===== src/rtl/display_pkg.sv =====
// Shared constants and the 7-segment glyph table for the symbol display.
// Segment patterns are active-low, ordered {A,B,C,D,E,F,G}.
package display_pkg;

  localparam logic [6:0] SEG_BLANK       = 7'h7F;
  localparam logic [6:0] SEG_DASH        = 7'h7E;
  localparam int         NUM_SYMBOLS_DEF = 26;

  // Letters A..Z; invalid codes come back blank.
  function automatic logic [6:0] seg_rom(input int code);
    logic [6:0] lit;
    case (code)
      0:  lit = 7'h77;
      1:  lit = 7'h1F;
      2:  lit = 7'h4E;
      3:  lit = 7'h3D;
      4:  lit = 7'h4F;
      5:  lit = 7'h47;
      6:  lit = 7'h5E;
      7:  lit = 7'h37;
      8:  lit = 7'h06;
      9:  lit = 7'h3C;
      10: lit = 7'h57;
      11: lit = 7'h0E;
      12: lit = 7'h54;
      13: lit = 7'h15;
      14: lit = 7'h1D;
      15: lit = 7'h67;
      16: lit = 7'h73;
      17: lit = 7'h05;
      18: lit = 7'h5B;
      19: lit = 7'h0F;
      20: lit = 7'h3E;
      21: lit = 7'h1C;
      22: lit = 7'h2A;
      23: lit = 7'h37;
      24: lit = 7'h3B;
      25: lit = 7'h6D;
      default: lit = 7'h00;
    endcase
    return ~lit;
  endfunction

endpackage


===== src/rtl/matrix_font_rom.sv =====
// Combinational 5x7 letter font (A..Z); pat_o[4] is the leftmost pixel.
// Rows/columns outside the 5x7 glyph and unknown codes read as 0.
module matrix_font_rom
  import display_pkg::*;
#(
  parameter int ROWS   = 7,
  parameter int COLS   = 5,
  parameter int CODE_W = 5,
  parameter int RW     = (ROWS > 1) ? $clog2(ROWS) : 1
) (
  input  logic [CODE_W-1:0] code_i,
  input  logic [RW-1:0]     row_i,
  output logic [COLS-1:0]   pat_o
);

  logic [34:0] glyph;
  logic [4:0]  line;

  always_comb begin
    glyph = '0;
    line  = '0;
    pat_o = '0;
    case (int'(code_i))
      0:  glyph = {5'h0E, 5'h11, 5'h11, 5'h1F, 5'h11, 5'h11, 5'h11};
      1:  glyph = {5'h1E, 5'h11, 5'h11, 5'h1E, 5'h11, 5'h11, 5'h1E};
      2:  glyph = {5'h0E, 5'h11, 5'h10, 5'h10, 5'h10, 5'h11, 5'h0E};
      3:  glyph = {5'h1E, 5'h11, 5'h11, 5'h11, 5'h11, 5'h11, 5'h1E};
      4:  glyph = {5'h1F, 5'h10, 5'h10, 5'h1E, 5'h10, 5'h10, 5'h1F};
      5:  glyph = {5'h1F, 5'h10, 5'h10, 5'h1E, 5'h10, 5'h10, 5'h10};
      6:  glyph = {5'h0E, 5'h11, 5'h10, 5'h17, 5'h11, 5'h11, 5'h0F};
      7:  glyph = {5'h11, 5'h11, 5'h11, 5'h1F, 5'h11, 5'h11, 5'h11};
      8:  glyph = {5'h0E, 5'h04, 5'h04, 5'h04, 5'h04, 5'h04, 5'h0E};
      9:  glyph = {5'h07, 5'h02, 5'h02, 5'h02, 5'h02, 5'h12, 5'h0C};
      10: glyph = {5'h11, 5'h12, 5'h14, 5'h18, 5'h14, 5'h12, 5'h11};
      11: glyph = {5'h10, 5'h10, 5'h10, 5'h10, 5'h10, 5'h10, 5'h1F};
      12: glyph = {5'h11, 5'h1B, 5'h15, 5'h15, 5'h11, 5'h11, 5'h11};
      13: glyph = {5'h11, 5'h11, 5'h19, 5'h15, 5'h13, 5'h11, 5'h11};
      14: glyph = {5'h0E, 5'h11, 5'h11, 5'h11, 5'h11, 5'h11, 5'h0E};
      15: glyph = {5'h1E, 5'h11, 5'h11, 5'h1E, 5'h10, 5'h10, 5'h10};
      16: glyph = {5'h0E, 5'h11, 5'h11, 5'h11, 5'h15, 5'h12, 5'h0D};
      17: glyph = {5'h1E, 5'h11, 5'h11, 5'h1E, 5'h14, 5'h12, 5'h11};
      18: glyph = {5'h0F, 5'h10, 5'h10, 5'h0E, 5'h01, 5'h01, 5'h1E};
      19: glyph = {5'h1F, 5'h04, 5'h04, 5'h04, 5'h04, 5'h04, 5'h04};
      20: glyph = {5'h11, 5'h11, 5'h11, 5'h11, 5'h11, 5'h11, 5'h0E};
      21: glyph = {5'h11, 5'h11, 5'h11, 5'h11, 5'h11, 5'h0A, 5'h04};
      22: glyph = {5'h11, 5'h11, 5'h11, 5'h15, 5'h15, 5'h15, 5'h0A};
      23: glyph = {5'h11, 5'h11, 5'h0A, 5'h04, 5'h0A, 5'h11, 5'h11};
      24: glyph = {5'h11, 5'h11, 5'h11, 5'h0A, 5'h04, 5'h04, 5'h04};
      25: glyph = {5'h1F, 5'h01, 5'h02, 5'h04, 5'h08, 5'h10, 5'h1F};
      default: glyph = '0;
    endcase
    for (int r = 0; r < 7; r++) begin
      if (int'(row_i) == r) line = glyph[34-5*r -: 5];
    end
    for (int c = 0; c < COLS; c++) begin
      pat_o[c] = (c < 5) ? line[c % 5] : 1'b0;
    end
  end

endmodule


===== src/rtl/matrix_scan_display.sv =====
// Row-scanned LED matrix + 7-segment driver with shadow/active code, promoted per frame.
// All outputs registered except frame_done, which decodes registers only; one row per DIV clocks.
module matrix_scan_display
  import display_pkg::*;
#(
  parameter int ROWS        = 7,
  parameter int COLS        = 5,
  parameter int CODE_W      = 5,
  parameter int NUM_SYMBOLS = NUM_SYMBOLS_DEF,
  parameter int DIV         = 50000,
  parameter int BLINK_TICKS = 512
) (
  input  logic              clk,
  input  logic              rst_n,
  input  logic [CODE_W-1:0] code_in,
  input  logic              load,
  input  logic              blink_en,
  output logic [6:0]        seg,
  output logic [ROWS-1:0]   row_n,
  output logic [COLS-1:0]   col,
  output logic              code_valid,
  output logic              frame_done
);

  localparam int RW = (ROWS > 1) ? $clog2(ROWS) : 1;
  localparam int PW = $clog2(DIV);
  localparam int BW = (BLINK_TICKS > 1) ? $clog2(BLINK_TICKS) : 1;

  logic [PW-1:0]     presc_q, presc_d;
  logic [RW-1:0]     row_idx_q, row_idx_d;
  logic [RW-1:0]     disp_row_q, disp_row_d;
  logic              shown_q, shown_d;
  logic [BW-1:0]     blink_cnt_q, blink_cnt_d;
  logic              phase_on_q, phase_on_d;
  logic [CODE_W-1:0] shadow_q, shadow_d;
  logic              shadow_vld_q, shadow_vld_d;
  logic [CODE_W-1:0] active_q, active_d;
  logic              loaded_q, loaded_d;
  logic              code_valid_q, code_valid_d;
  logic [6:0]        seg_q, seg_d;
  logic [ROWS-1:0]   row_n_q, row_n_d;
  logic [COLS-1:0]   col_q, col_d;

  logic              tick;
  logic              frame_tick;
  logic              blank;
  logic [COLS-1:0]   font_pat;

  // Content is looked up with the next-state code/row so it lands with row_n.
  matrix_font_rom #(
    .ROWS   (ROWS),
    .COLS   (COLS),
    .CODE_W (CODE_W),
    .RW     (RW)
  ) u_font (
    .code_i (active_d),
    .row_i  (disp_row_d),
    .pat_o  (font_pat)
  );

  always_comb begin
    tick       = (presc_q == PW'(DIV - 1));
    frame_tick = tick && (row_idx_q == RW'(ROWS - 1));
    presc_d    = tick ? '0 : presc_q + 1'b1;

    // row_idx points at the row the next tick will light.
    row_idx_d  = row_idx_q;
    disp_row_d = disp_row_q;
    if (tick) begin
      row_idx_d  = (row_idx_q == RW'(ROWS - 1)) ? '0 : row_idx_q + 1'b1;
      disp_row_d = row_idx_q;
    end
    shown_d = shown_q | tick;

    blink_cnt_d = blink_cnt_q;
    phase_on_d  = phase_on_q;
    if (tick) begin
      if (blink_cnt_q == BW'(BLINK_TICKS - 1)) begin
        blink_cnt_d = '0;
        phase_on_d  = ~phase_on_q;
      end else begin
        blink_cnt_d = blink_cnt_q + 1'b1;
      end
    end

    // Promotion reads the pre-load shadow, so a coincident load waits a frame.
    active_d     = frame_tick ? shadow_q : active_q;
    loaded_d     = frame_tick ? shadow_vld_q : loaded_q;
    code_valid_d = frame_tick ? (shadow_vld_q && (32'(shadow_q) < NUM_SYMBOLS)) : code_valid_q;
    shadow_d     = load ? code_in : shadow_q;
    shadow_vld_d = shadow_vld_q | load;

    blank = blink_en && !phase_on_d;

    row_n_d = '1;
    if (shown_d) row_n_d[disp_row_d] = 1'b0;

    col_d = '0;
    if (shown_d && !blank) begin
      if (code_valid_d)                                  col_d = font_pat;
      else if (loaded_d && disp_row_d == RW'(ROWS / 2))  col_d = '1;
    end

    seg_d = SEG_BLANK;
    if (!blank) begin
      if (code_valid_d)  seg_d = seg_rom(int'(active_d));
      else if (loaded_d) seg_d = SEG_DASH;
    end
  end

  always_ff @(posedge clk or negedge rst_n) begin
    if (!rst_n) begin
      presc_q      <= '0;
      row_idx_q    <= '0;
      disp_row_q   <= '0;
      shown_q      <= 1'b0;
      blink_cnt_q  <= '0;
      phase_on_q   <= 1'b1;
      shadow_q     <= '0;
      shadow_vld_q <= 1'b0;
      active_q     <= '0;
      loaded_q     <= 1'b0;
      code_valid_q <= 1'b0;
      seg_q        <= SEG_BLANK;
      row_n_q      <= '1;
      col_q        <= '0;
    end else begin
      presc_q      <= presc_d;
      row_idx_q    <= row_idx_d;
      disp_row_q   <= disp_row_d;
      shown_q      <= shown_d;
      blink_cnt_q  <= blink_cnt_d;
      phase_on_q   <= phase_on_d;
      shadow_q     <= shadow_d;
      shadow_vld_q <= shadow_vld_d;
      active_q     <= active_d;
      loaded_q     <= loaded_d;
      code_valid_q <= code_valid_d;
      seg_q        <= seg_d;
      row_n_q      <= row_n_d;
      col_q        <= col_d;
    end
  end

  assign seg        = seg_q;
  assign row_n      = row_n_q;
  assign col        = col_q;
  assign code_valid = code_valid_q;
  assign frame_done = frame_tick;

endmodule


===== config.mk =====
export PLATFORM = sky130hd
export DESIGN_NAME = matrix_scan_display
export DESIGN_NICKNAME = d
export VERILOG_FILES = /design/src/rtl/display_pkg.sv /design/src/rtl/matrix_font_rom.sv /design/src/rtl/matrix_scan_display.sv
export SDC_FILE = /design/constraint.sdc
export NUM_CORES = 1
export LEC_CHECK = 0
export BUFFER_PORTS_ARGS = -buffer_cell sky130_fd_sc_hd__buf_2
export CAP_MARGIN = 20
export CORE_MARGIN = 4
export CORE_UTILIZATION = 35
export CTS_CLUSTER_DIAMETER = 150
export CTS_CLUSTER_SIZE = 10
export DETAILED_ROUTE_END_ITERATION = 10
export GPL_TIMING_DRIVEN = 0
export PLACE_DENSITY_LB_ADDON = 0.3
export SETUP_SLACK_MARGIN = 0.15
export SYNTH_ARGS = -nofsm -noshare
export SYNTH_HDL_FRONTEND = slang
export SYNTH_HIERARCHICAL = 1
export SYNTH_SLANG_ARGS = --single-unit

===== constraint.sdc =====
create_clock -name clk -period 3.75 [get_ports clk]
set_clock_uncertainty 0.15 [all_clocks]
set_input_delay 0.5625 -clock clk [delete_from_list [all_inputs] [get_ports clk]]
set_output_delay 0.5625 -clock clk [all_outputs]
set_load 0.01 [all_outputs]

---- After elaboration in Yosys (flattened, before gate mapping) ----
Memory sizes are Yosys's and may differ from the RTL's.
Index checks and enable logic that the tools add are counted.
operators by class
  add/subtract/negate cells ............... 3
  multipliers ............................. 0
  divide/modulo/power cells ............... 0
  magnitude comparators ................... 3
  equality and inequality tests ........... 10
  shift-type cells ........................ 0
  muxes and demuxes ....................... 27
  bitwise logic cells ..................... 5
  reduce and logical (&&, ||, !) cells .... 9
operators by type and width
  cell                                                                count
  2-to-1 mux 5 bit                                                    11
  2-to-1 mux 7 bit                                                    5
  adder 16 x 1 -> 16 bit (second input constant)                      1
  equality test 16 bit (second input constant)                        1
  2-to-1 mux 16 bit                                                   1
  equality test 3 bit (second input constant)                         5
  NOT 7 bit                                                           2
  adder 9 x 1 -> 9 bit (second input constant)                        1
  equality test 3 x 2 -> 1 bit (second input constant)                3
  equality test 9 bit (second input constant)                         1
  2-to-1 mux 9 bit                                                    1
  logical AND 1 bit                                                   6
  2-to-1 mux 1 bit                                                    6
  2-to-1 mux 3 bit                                                    2
  < comparator 5 bit (second input constant)                          1
  < comparator 3 x 4 -> 1 bit (second input constant)                 1
  adder 3 x 1 -> 3 bit (second input constant)                        1
  demux 1 bit (select 3 bit)                                          1
  greater-or-equal comparator 3 x 1 -> 1 bit (second input constant)  1
  logical NOT 3 bit                                                   1
  logical NOT 1 bit                                                   2
  bitwise OR 1 bit                                                    2
  NOT 1 bit                                                           1
word-level totals
  register bits ........................... 65
  latch bits .............................. 0
  RAM bits ................................ 0
  ROM bits ................................ 1344
  input port bits ......................... 9
  output and inout bits ................... 21
  word-level logic and storage cells ...... 73
  memories kept ........................... 2
memories
  name             depth  width  read ports  clocked after Yosys merged registers in  write ports  RTL line               text
  (no name shown)  32     35     1           0                                        0            matrix_font_rom.sv:23  case (int'(code_i))
  (no name shown)  32     7      1           0                                        0            display_pkg.sv:12      case (code)

---- Depth between registers and ports, before layout ----
An unclocked memory read counts as a cell.
  depth after elaboration ................. 13
  depth in mapped cells ................... 19
  mapped depth without buffers ............ 15

---- Modules after synthesis ----
The synthesis kept the hierarchy.
modules (own cells, without submodules)
  module               instances  cells each  area each (um^2)  sequential area each (um^2)
  matrix_scan_display  1          312         3235.6            1645.3
  matrix_font_rom      1          216         1430.1            0.0

---- Least setup slack after synthesis ----
OpenSTA, ideal clock, no wires.
  path type ............................... register to register
  from .................................... register presc_q[0]
  to ...................................... register col_q[2], in the netlist col[2]
  setup time .............................. 0.138 ns
  data arrival time ....................... 3.602 ns
  data required time ...................... 3.462 ns
  slack ................................... -0.140 ns
  stages on the path, launching flop included .. 20
  cells stage by stage .................... dfrtp_1 > ha_1 > and3_1 > buf_2 > nand4_2 > nor3_4 > buf_6 > mux2i_2 > inv_1 > buf_2 > inv_1 > ha_1 > clkbuf_1 > nor2_1 > o32ai_1 > o21ai_0 > a31oi_1 > o311ai_1 > inv_1 > a21oi_1
between the ends
  longest elaborated chain between the ends .. 13
  elaborated cells on any way between the ends .. 32
RTL lines
  element                         RTL line                    text
  start, declared                 matrix_scan_display.sv:29   logic [PW-1:0] presc_q, presc_d;
  start signal, assigned          matrix_scan_display.sv:128  presc_q <= presc_d;
  equality test 16 bit (*)        matrix_scan_display.sv:62   tick = (presc_q == PW'(DIV - 1));
  logical AND 1 bit (*)           matrix_scan_display.sv:63   frame_tick = tick && (row_idx_q == RW'(ROWS - 1));
  2-to-1 mux 5 bit (*)            matrix_scan_display.sv:87   active_d = frame_tick ? shadow_q : active_q;
  via active_d[1]                 matrix_scan_display.sv:37   logic [CODE_W-1:0] active_q, active_d;
  memory (32 x 35 bit) (*)        n/a
  2-to-1 mux 5 bit (6 in series)  matrix_font_rom.sv:53       if (int'(row_i) == r) line = glyph[34-5*r -: 5];
  2-to-1 mux 5 bit (*)            matrix_font_rom.sv:53
  via font_pat[2]                 matrix_scan_display.sv:47   logic [COLS-1:0] font_pat;
  2-to-1 mux 5 bit (*)            matrix_scan_display.sv:100  if (code_valid_d) col_d = font_pat;
  2-to-1 mux 5 bit (*)            matrix_scan_display.sv:99   if (shown_d && !blank) begin
  via col_d[2]                    matrix_scan_display.sv:42   logic [COLS-1:0] col_q, col_d;
  end signal, assigned            matrix_scan_display.sv:141  col_q <= col_d;
  end, declared                   matrix_scan_display.sv:42
The timed path passes the listed nets; every way through them passes the cells marked *.
A chain may end at the register's enable or synchronous reset.

---- Worst setup path in the final report ----
  from .................................... register presc_q[0]
  to ...................................... register col_q[1], in the netlist col[1]
Same word-level chain as after synthesis.

==> key figures <==
Global route
  • GRT overflow: 0
  • Via count of the first global-routing pass: about 4400
  • Initial antenna violation count: 0
  • Wire length of the first global-routing pass: between 20 and 25 mm
  • GRT Util Overall: 0.185
  • Largest net degree at the start of global routing: 25

Synthesis
  • Top_reg_cell synth: sky130_fd_sc_hd__dfrtp_1
  • Synthesized instance count: about 530
  • Top cells by area, synth: sky130_fd_sc_hd__dfrtp_1 27%, sky130_fd_sc_hd__dfstp_2 8.4%, sky130_fd_sc_hd__ha_1 5.9%, sky130_fd_sc_hd__nand2_1 4.5%, sky130_fd_sc_hd__o21ai_0 3.6%
  • Post-synth design cell area: around 4700 um2
  • Synth area leader: sky130_fd_sc_hd__dfrtp_1
  • Sequential fraction of the synthesis area: 0.353
  • Post-synthesis net count: 559
  • Library cells used by synthesis: 76
  • Synthesized flop and latch total: 65
  • Mean post-synth cell area: 8.84 um2
  • Count of flip-flops with a built-in enable after synthesis: 0
  • Fraction of registers with async set or reset after synthesis: 1.00
  • Yosys Warn Count: 6
  • Area share of the largest cell type after synthesis: 0.268

Route
  • Total routed wirelength: 14.1 mm
  • WL per Instance: around 18 um
  • Post-route DRC violation count: 0
  • TritonRoute pass-1 iters: 5
  • Remaining antenna violation count: 0
  • Drt first-iter violations: just over 600
  • Total via count in the routed design: approximately 4600
  • Per-cell via count in the routed design: about 5.8

Clocking
  • Clock tree root buffer cell: sky130_fd_sc_hd__clkbuf_16
  • Total CTS buffers: 9
  • Worst-Skew Late Latency: roughly 0.34 ns
  • Clk slew on worst S/H paths: roughly 0.060 ns
  • Worst-case clock buffer depth: 2
  • TritonCTS clock tree: yes
  • Clock tree sinks: 65
  • Total number of H-tree levels: 3

Final layout
  • Final-layout fill cell count: 1198
  • Layout Area Growth over Synthesis: 28.4%
  • Finished Layout Cells: 786
  • Fraction of layout instances using a drive strength above 1: 0.319
  • Antenna Cells: 0
  • Final nets: 640

Place
  • Global placement routability congestion: around 1
  • Place WS: -0.651 ns
  • Detail Placement HPWL: between 9 and 10 mm
  • Number of port buffers: 29
  • Dpl cells: ~730

Worst setup path
  • Endpoint of the worst register-to-register path: col[1]$_DFF_PN0_
  • CP max FO: 10
  • Depth of the most critical reg-to-reg path: 18
  • Register-to-register path setup slack: between 0.15 and 0.2 ns
  • Category of the most critical setup path: register to register
  • Required time of the critical path: between 3 and 4 ns
  • Worst Setup Start Kind: register
  • Type of destination of the critical path: register
  • Reg2Reg Launch Point: presc_q[0]$_DFF_PN0_
  • Worst Path Arrival: 3.68 ns

Power
  • Sequential Power Share: 0.461
  • Internal cell power: about 1.2 mW
  • NetSw: about 0.36 mW
  • Static Leakage: ~2.5 nW
  • Pwr Density: ~260 nW/um2
  • Portion of total power attributed to the clock network: 0.512
  • Maximum vdd ir drop: about 0.00016 V
  • Gate power share: 0.027
  • Switching share of power: 0.231
  • Final Power: between 1.5 and 2 mW

Floorplan
  • Area of the die: ~15000 um2
  • Die outline height: around 120 um
  • Number of top-level pins: 30
  • Starting density of the core: 0.364
  • # rows: slightly above 40
  • Std-Cell Core Area: about 13000 um2
  • Die Wd: about 120 um

STA
  • Post-layout worst setup margin: between 0.15 and 0.2 ns
  • Post-route clock period utilization: 0.954
  • Period minus WS final: approximately 3.6 ns
  • Final-report hold violation count: 0
  • Setup repair after global routing missed its margin: yes
  • Worst rel slew slack: 0.634
  • Setup-failing EPs final: 0
  • Pin slew with the least headroom to its limit: around 0.55 ns
  • Worst Hold Margin: approximately 0.033 ns
  • FMAX: between 0.2 and 0.3 GHz
  • Pins Over Slew Limit: 0

Job
  • Number of max-capacitance violations reported: 0

Status
  • Result of the run: complete, no violations

Min path
  • Type of the most critical hold path: input pin to asynchronous set/reset pin
worst max path at each step:
stage	from	cells past startpoint	to	slack [ns]
floorplan	presc_q[0]$_DFF_PN0_	18	col[1]$_DFF_PN0_	0.17
global placement	presc_q[11]$_DFF_PN0_	16	col[2]$_DFF_PN0_	-0.70
detailed placement	presc_q[10]$_DFF_PN0_	16	col[1]$_DFF_PN0_	-0.65
CTS	presc_q[13]$_DFF_PN0_	15	col[1]$_DFF_PN0_	0.09
global route	presc_q[0]$_DFF_PN0_	17	col[3]$_DFF_PN0_	-0.04
finish	presc_q[0]$_DFF_PN0_	18	col[1]$_DFF_PN0_	0.17
kinds of logic (layout without fill, tap and decap cells):
family,after synthesis,after routing,share of synthesized area
buf+inv,59,145,0.0627
compound gates,151,151,0.223
fa+ha+maj,22,22,0.0590
mux,24,24,0.0590
simple gates,193,193,0.217
flops,65,65,0.353
xor+xnor,14,14,0.0263
critical path, stage by stage (launching register included):
cell and delay (ns):
sky130_fd_sc_hd__dfrtp_1 0.38, sky130_fd_sc_hd__ha_2 0.19, sky130_fd_sc_hd__and3_4 0.17, sky130_fd_sc_hd__buf_6 0.11, sky130_fd_sc_hd__nand4_4 0.10, sky130_fd_sc_hd__nor3_4 0.17
sky130_fd_sc_hd__buf_6 0.18, sky130_fd_sc_hd__mux2i_4 0.29, sky130_fd_sc_hd__inv_4 0.09, sky130_fd_sc_hd__buf_8 0.16, sky130_fd_sc_hd__inv_8 0.09, sky130_fd_sc_hd__ha_4 0.19
sky130_fd_sc_hd__nand2b_1 0.10, sky130_fd_sc_hd__a311oi_4 0.31, sky130_fd_sc_hd__nor3_1 0.08, sky130_fd_sc_hd__o32a_1 0.30, sky130_fd_sc_hd__a211oi_2 0.21, sky130_fd_sc_hd__inv_1 0.09
sky130_fd_sc_hd__a21oi_2 0.12
layer usage:
layer / track usage / part of all wire
met1: 0.233 / 0.43
met2: 0.301 / 0.47
met3: 0.0361 / 0.069
met4: 0.0941 / 0.035
met5: 0 / 0
cell usage in the layout, fill, tap and decap left out, types with 4 or more instances in the layout:
cell type                   synthesis  routed
sky130_fd_sc_hd__inv_1             24      18
sky130_fd_sc_hd__or2_2              5       5
sky130_fd_sc_hd__nand2b_1          19      18
sky130_fd_sc_hd__mux2i_1           12      10
sky130_fd_sc_hd__and2_1             6       6
sky130_fd_sc_hd__a21oi_1           31      25
sky130_fd_sc_hd__a31oi_1            9       9
sky130_fd_sc_hd__nor3_1             7       5
sky130_fd_sc_hd__ha_4               0       7
sky130_fd_sc_hd__inv_2              1       4
sky130_fd_sc_hd__o21ai_0           34      32
sky130_fd_sc_hd__clkbuf_1          10       7
sky130_fd_sc_hd__buf_2             13      36
sky130_fd_sc_hd__xor2_1             8       8
sky130_fd_sc_hd__buf_6              5      11
sky130_fd_sc_hd__dfrtp_1           50      49
sky130_fd_sc_hd__nand2_1           56      56
sky130_fd_sc_hd__nor2b_1            9       8
sky130_fd_sc_hd__a21oi_2            0       6
sky130_fd_sc_hd__or3_1              7       7
sky130_fd_sc_hd__o211ai_1          10      10
sky130_fd_sc_hd__ha_1              22      13
sky130_fd_sc_hd__nand4_1            4       4
sky130_fd_sc_hd__o2111ai_1          5       5
sky130_fd_sc_hd__clkbuf_16          0       9
sky130_fd_sc_hd__dfstp_2           15      15
sky130_fd_sc_hd__mux2_2             8       8
sky130_fd_sc_hd__buf_4              4      39
sky130_fd_sc_hd__nor2_1            36      34
sky130_fd_sc_hd__and3_1             7       6
sky130_fd_sc_hd__a211oi_1          10       8
sky130_fd_sc_hd__nand3_1           18      18
sky130_fd_sc_hd__xnor2_1            6       6
sky130_fd_sc_hd__mux2i_4            1       5
timing repair:
action,in CTS,in global routing
hold buffers,0,0
gates resized for setup,44,29
pin swaps,9,18
setup buffers,24,14
setup endpoints to repair,5,5
cloned,0,1
area by class of cell:
cell class / instances / area, um2 / share of cell area
Sequential cell: 65 / 1650 / 0.275
Clock inverter: 6 / 50.0 / 0.00835
Timing Repair inverter: 1 / 5.00 / 0.000835
Multi-Input combinational cell: 404 / 2980 / 0.498
Inverter: 26 / 116 / 0.0194
Buffer: 33 / 245 / 0.0409
Timing Repair Buffer: 69 / 493 / 0.0823
Tap cell: 172 / 215 / 0.0359
Clock buffer: 10 / 239 / 0.0399
stage by stage:
stage          instance area (um2)  TNS (ns)   util
6_report                      5990         0  0.467
3_3_place_gp                  5050     -2.92  0.394
4_1_cts                       5740         0  0.447
5_1_grt                       5990   -0.0828  0.467
2_1_floorplan                 4690         0      -
3_5_place_dp                  5100     -2.65  0.397
registers in the layout, summed over array words and instances, names as in the netlist:
signal and count:
shadow_q 5, loaded_q 1, col 5, disp_row_q 3, blink_cnt_q 9, phase_on_q 1, shadow_vld_q 1, code_valid 1
presc_q 16, row_n 7, shown_q 1, active_q 5, row_idx_q 3, seg 7
cell usage after synthesis (4+ instances only):
| library cell | n |
|---|---|
| sky130_fd_sc_hd__a211oi_1 | 10 |
| sky130_fd_sc_hd__a21oi_1 | 31 |
| sky130_fd_sc_hd__a221oi_1 | 4 |
| sky130_fd_sc_hd__a311oi_1 | 4 |
| sky130_fd_sc_hd__a31oi_1 | 9 |
| sky130_fd_sc_hd__and2_1 | 6 |
| sky130_fd_sc_hd__and3_1 | 7 |
| sky130_fd_sc_hd__buf_2 | 13 |
| sky130_fd_sc_hd__buf_4 | 4 |
| sky130_fd_sc_hd__buf_6 | 5 |
| sky130_fd_sc_hd__clkbuf_1 | 10 |
| sky130_fd_sc_hd__dfrtp_1 | 50 |
| sky130_fd_sc_hd__dfstp_2 | 15 |
| sky130_fd_sc_hd__ha_1 | 22 |
| sky130_fd_sc_hd__inv_1 | 24 |
| sky130_fd_sc_hd__mux2_2 | 8 |
| sky130_fd_sc_hd__mux2i_1 | 12 |
| sky130_fd_sc_hd__nand2_1 | 56 |
| sky130_fd_sc_hd__nand2b_1 | 19 |
| sky130_fd_sc_hd__nand3_1 | 18 |
| sky130_fd_sc_hd__nand4_1 | 4 |
| sky130_fd_sc_hd__nor2_1 | 36 |
| sky130_fd_sc_hd__nor2b_1 | 9 |
| sky130_fd_sc_hd__nor3_1 | 7 |
| sky130_fd_sc_hd__o2111ai_1 | 5 |
| sky130_fd_sc_hd__o211ai_1 | 10 |
| sky130_fd_sc_hd__o21ai_0 | 34 |
| sky130_fd_sc_hd__or2_2 | 5 |
| sky130_fd_sc_hd__or3_1 | 7 |
| sky130_fd_sc_hd__xnor2_1 | 6 |
| sky130_fd_sc_hd__xor2_1 | 8 |
power by group through the flow:
stage / combinational (mW) / clock (mW) / sequential, mW
CTS: 0.0439 / 0.813 / 0.717
detailed placement: 0.0430 / 0 / 0.728
floorplan: 0.0155 / 0 / 0.726
finish: 0.0426 / 0.798 / 0.718
global route: 0.0487 / 0.842 / 0.718
global placement: 0.0358 / 0 / 0.728
Power figures use the tool's default switching activity.
